$ cat src/rtl/rv_wb_arbiter.sv
// Two-master (fetch, load/store) to one-slave classic Wishbone arbiter.
// Registered grant, data-first priority with fetch anti-starvation, per-transfer timeout.
module rv_wb_arbiter #(
  parameter int unsigned TIMEOUT        = 16,
  parameter int unsigned DATA_BURST_MAX = 2
) (
  input  logic        i_clk,
  input  logic        i_reset_n,
  input  logic        i_ins_cyc,
  input  logic [31:0] i_ins_adr,
  output logic [31:0] o_ins_dat,
  output logic        o_ins_ack,
  output logic        o_ins_err,
  input  logic        i_dat_cyc,
  input  logic [31:0] i_dat_adr,
  input  logic [31:0] i_dat_dat,
  input  logic        i_dat_we,
  input  logic [3:0]  i_dat_sel,
  output logic [31:0] o_dat_dat,
  output logic        o_dat_ack,
  output logic        o_dat_err,
  output logic [31:0] o_wb_adr,
  output logic [31:0] o_wb_dat,
  output logic        o_wb_we,
  output logic [3:0]  o_wb_sel,
  output logic        o_wb_cyc,
  output logic        o_wb_stb,
  input  logic [31:0] i_wb_dat,
  input  logic        i_wb_ack
);

  localparam int unsigned WAIT_W  = (TIMEOUT > 2) ? $clog2(TIMEOUT) : 1;
  localparam int unsigned BURST_W = (DATA_BURST_MAX > 0) ? $clog2(DATA_BURST_MAX + 1) : 1;
  localparam logic [WAIT_W-1:0]  WAIT_LAST = WAIT_W'((TIMEOUT > 0) ? TIMEOUT - 1 : 0);
  localparam logic [BURST_W-1:0] BURST_MAX = BURST_W'(DATA_BURST_MAX);
  localparam logic               TO_EN     = (TIMEOUT != 0);

  typedef enum logic [1:0] {S_IDLE, S_INS, S_DAT} state_t;

  state_t             state;
  logic [WAIT_W-1:0]  wait_cnt;
  logic [BURST_W-1:0] burst_cnt;

  logic ins_busy, dat_busy, gnt_cyc, timeout_hit, fwd_ack, fwd_err;
  logic burst_full;

  assign ins_busy    = (state == S_INS);
  assign dat_busy    = (state == S_DAT);
  assign gnt_cyc     = (ins_busy & i_ins_cyc) | (dat_busy & i_dat_cyc);
  assign timeout_hit = TO_EN & (wait_cnt == WAIT_LAST) & ~i_wb_ack;
  assign burst_full  = (burst_cnt == BURST_MAX);

  // Responses reach only the granted, still-requesting port; reset masks a pending ack.
  assign fwd_ack   = i_reset_n & gnt_cyc & i_wb_ack;
  assign fwd_err   = i_reset_n & gnt_cyc & timeout_hit;
  assign o_ins_ack = ins_busy & fwd_ack;
  assign o_ins_err = ins_busy & fwd_err;
  assign o_dat_ack = dat_busy & fwd_ack;
  assign o_dat_err = dat_busy & fwd_err;
  assign o_ins_dat = ins_busy ? i_wb_dat : 32'd0;
  assign o_dat_dat = dat_busy ? i_wb_dat : 32'd0;

  always_ff @(posedge i_clk) begin
    if (!i_reset_n) begin
      state     <= S_IDLE;
      wait_cnt  <= '0;
      burst_cnt <= '0;
      o_wb_adr  <= 32'd0;
      o_wb_dat  <= 32'd0;
      o_wb_we   <= 1'b0;
      o_wb_sel  <= 4'd0;
      o_wb_cyc  <= 1'b0;
      o_wb_stb  <= 1'b0;
    end else begin
      case (state)
        S_IDLE: begin
          wait_cnt <= '0;
          if (!i_ins_cyc) burst_cnt <= '0;
          if (i_dat_cyc && !(i_ins_cyc && burst_full)) begin
            state    <= S_DAT;
            o_wb_adr <= i_dat_adr;
            o_wb_dat <= i_dat_dat;
            o_wb_we  <= i_dat_we;
            o_wb_sel <= i_dat_sel;
            o_wb_cyc <= 1'b1;
            o_wb_stb <= 1'b1;
            if (i_ins_cyc && !burst_full) burst_cnt <= burst_cnt + BURST_W'(1);
          end else if (i_ins_cyc) begin
            state     <= S_INS;
            o_wb_adr  <= i_ins_adr;
            o_wb_dat  <= 32'd0;
            o_wb_we   <= 1'b0;
            o_wb_sel  <= 4'hF;
            o_wb_cyc  <= 1'b1;
            o_wb_stb  <= 1'b1;
            burst_cnt <= '0;
          end
        end
        S_INS, S_DAT: begin
          // Ack, timeout or abort all end the transfer; address lines are held.
          if (!gnt_cyc || i_wb_ack || timeout_hit) begin
            state    <= S_IDLE;
            o_wb_cyc <= 1'b0;
            o_wb_stb <= 1'b0;
            o_wb_we  <= 1'b0;
          end else begin
            wait_cnt <= wait_cnt + WAIT_W'(1);
          end
        end
        default: begin
          state    <= S_IDLE;
          o_wb_cyc <= 1'b0;
          o_wb_stb <= 1'b0;
          o_wb_we  <= 1'b0;
        end
      endcase
    end
  end

endmodule

$ cat config.mk
export PLATFORM = sky130hd
export DESIGN_NAME = rv_wb_arbiter
export DESIGN_NICKNAME = d
export VERILOG_FILES = /design/src/rtl/rv_wb_arbiter.sv
export SDC_FILE = /design/constraint.sdc
export NUM_CORES = 1
export LEC_CHECK = 0
export ABC_CLOCK_PERIOD_IN_PS = 1450
export CORE_UTILIZATION = 31
export CTS_BUF_LIST = sky130_fd_sc_hd__clkbuf_4 sky130_fd_sc_hd__clkbuf_8 sky130_fd_sc_hd__clkbuf_16
export CTS_CLUSTER_SIZE = 14
export DETAILED_ROUTE_END_ITERATION = 10
export GPL_TIMING_DRIVEN = 0
export HOLD_SLACK_MARGIN = 0.02
export PLACE_DENSITY = 0.8
export SYNTH_ARGS = -nofsm -noshare
export SYNTH_HDL_FRONTEND = slang
export SYNTH_SLANG_ARGS = --single-unit
$ cat constraint.sdc
create_clock -name i_clk -period 1.45 [get_ports i_clk]
set_input_delay 0.2175 -clock i_clk [delete_from_list [all_inputs] [get_ports i_clk]]
set_output_delay 0.2175 -clock i_clk [all_outputs]
set_load 0.05 [all_outputs]
==> impl_metrics.tcl <==
set metrics [dict create \
    outcome "finished with violations" \
    failed_checks "DRC, setup timing" \
    grt_pass1_vias 4600 \
    cp-startpoint "state[0]" \
    mostFrequentLayoutCells "clkdlybuf4s50_1 (134), dfxtp_1 (74), nor2_1 (65)" \
    reg2reg_depth 6 \
    synth_cell_type_count 38 \
    path_max_fanout 6 \
    dp_hpwl_um 11100 \
    finalCriticalPeriod_ns 1.79 \
    clockRootBuffer "clkbuf_16" \
    critPathLaunchType "register" \
    cts_inserted_buffers 9 \
    slew-limit-headroom_pct 51.2 \
    worst-setup-path-type "reg -> out" \
    cts.clk_slew.worst_paths_ns 0.06 \
    netlist_area_um2 3740 \
    yosysWarnings 0 \
    final_hold_viol_count 0 \
    portBuffers 274 \
    drv_cap 0 \
    initial_core_util_pct 32.3 \
    layout_setup_ws_ns -0.338 \
    numClockSinks 78 \
    leakagePower_uw 0.00347 \
    die_area_um2 12500 \
    syn_inst 407 \
    antenna_left 0 \
    max_stage_delay_ns 0.36 \
    grt_pass1_wl_um 23300 \
    h-tree-depth 3 \
    reg2reg_from "state[0]" \
    min_path_type "in -> reg" \
    dp.cells 824 \
    drive_above_1_share_pct 39.8 \
    drt_iter0_markers 181 \
    utilization_pct 71.2 \
    rr_endpoint "wait_cnt[0]" \
    ir_worst_vdd_uv 780 \
    r2r_slack_ns -0.25 \
    wl_per_cell_um 18.6 \
    drc 19 \
    worstPathCellList "inv_4 > ha_4 > a22o_4 > nand3_4 > nor3_4 > buf_6" \
    fin_skew_ns 0.00488 \
    crit_arrival_ns 1.57 \
    area_growth_pct 120 \
    final_max_slew_viol_count 0 \
    p_total_uw 7770 \
    postSynthAreaPerCell_um2 9.19 \
    place_congestion 0.864 \
    finalNonFillerCells 872 \
    holdBufCountCts 0 \
    num-fill-cells 807 \
    grt_usage_pct 23.4 \
    grt_max_degree 14 \
    clk_latency_ns 0.34 \
    synth_fp_nets 550 \
    ios 277 \
    wirelength_um 16300 \
    final_common_cell "clkdlybuf4s50_1" \
    num_antenna_cells 0 \
    rsz0062_at_grt "yes" \
    grt_overflow 0 \
    placementRows 39 \
    ys_seq_elements 78 \
    antenna_found_initial 0 \
    vias 4480 \
    fmax_mhz 559 \
    die_y_um 112 \
    tightest_slew_ns 0.733 \
    vias_per_cell 5.14 \
    p_per_area_nw_per_um2 944 \
    slowest_stage "dfxtp_4" \
    required_ns 1.23 \
    layout.nets 867 \
    min_period_over_period_pct 123 \
    cts_tree "done" \
    drtPass1Iterations 11 \
    cp-end-kind "output pin" \
    finalSetupViolations 144 \
    yosysSeqAreaShare_pct 41.7 \
    clockBufferDepth 2 \
    die_w_um 112 \
    endpoint "o_ins_err" \
    core_area_um2 11600 \
]
## power by group
| part | total, uW | switching, uW | internal (uW) |
|---|---|---|---|
| clock network | 2280 | 886 | 1400 |
| registers | 2430 | 104 | 2330 |
| logic | 3060 | 1760 | 1300 |
## how the worst min path moves through the flow
stage	start	endpoint	slack [ns]	depth (start not counted)
floorplan	i_dat_we	o_wb_we	0.39	2
global placement	o_wb_we	o_wb_we	0.44	2
detailed placement	o_wb_we	o_wb_we	0.46	2
CTS	i_ins_cyc	state[0]	0.29	3
global route	i_ins_cyc	state[0]	0.36	3
finish	i_ins_cyc	state[0]	0.32	3
## repair_timing
item,in CTS,in global routing
cloned,2,6
gates resized for setup,663,187
hold endpoints to repair,0,0
pin swaps,10,22
endpoints found under the setup margin,216,184
setup buffers,12,14
## worst max-delay path: cells and delay by family, from the launching register on
family          cells  cell delay [ns]
compound gates      1             0.19
fa+ha+maj           1             0.18
buf+inv             2             0.24
flops               1             0.36
simple gates        2             0.25
## registers in the layout, indices dropped and copies added, names as in the netlist
name	cells
burst_cnt	2
o_wb_adr	32
o_wb_dat	32
o_wb_sel	4
o_wb_stb	1
o_wb_we	1
state	2
wait_cnt	4
## cell usage after synthesis (all sizes together)
cell type / instances / area [um2]
dfxtp: 78 / 1560
nor2: 67 / 251
and2: 64 / 400
mux2i: 35 / 350
a32oi: 33 / 289
a211oi: 32 / 290
clkbuf: 25 / 93.8
buf: 14 / 92.6
nand3: 7 / 35.0
inv: 6 / 22.5
nand2b: 6 / 37.5
ha: 5 / 62.6
o221a: 5 / 56.3
a21oi: 4 / 20.0
nand2: 3 / 11.3
nand4: 3 / 18.8
nor3: 3 / 15.0
o311ai: 2 / 17.5
o32ai: 2 / 17.5
a21boi: 1 / 11.3
a22o: 1 / 8.76
a22oi: 1 / 7.51
a31oi: 1 / 6.26
and3: 1 / 6.26
and3b: 1 / 8.76
nand3b: 1 / 7.51
nor2b: 1 / 6.26
nor4: 1 / 6.26
o2111ai: 1 / 8.76
o21a: 1 / 7.51
o21ai: 1 / 5.00
or4: 1 / 7.51
## per-stage QoR
step / TNS (ns) / setup slack [ns] / hold WS (ns) / cell area, um2
after floorplan: -0.319 / -0.0999 / 0.391 / 3850
after global placement: -80.00 / -0.995 / 0.445 / 6770
after detailed placement: -85.62 / -1.05 / 0.459 / 6770
after CTS: -28.34 / -0.334 / 0.290 / 7500
after global routing: -32.76 / -0.391 / 0.358 / 8230
final: -24.90 / -0.338 / 0.317 / 8230
## kinds of logic (layout without fill, tap and decap cells)
kind of cell,count (synthesis),after routing,share of synthesized area (%)
AND/OR/NAND/NOR,159,159,21.7
AO/OA/AOI/OAI,85,85,19.9
flip-flops,78,78,41.7
buffers and inverters,45,367,5.59
multiplexers,35,35,9.36
adder cells (fa/ha/maj),5,5,1.67
## final cells by class
class	instances	area, um2	share of cell area, %
inverter	6	27.5	0.334
buffer	37	369	4.48
sequential	78	1570	19.1
multi-input combinational	284	2520	30.6
timing repair buffer	308	3260	39.6
tap	143	179	2.17
clock inverter	5	58.8	0.714
clock buffer	11	246	2.99
## routing by layer
layer	vias up	routed length, um	global-route usage, %
li1	2108	-	-
met1	2136	6060	25.2
met3	38	1030	4.84
met4	0	514	11.6
met5	-	0	0
met2	198	8660	43.3
(Power assumes the default switching activity.)
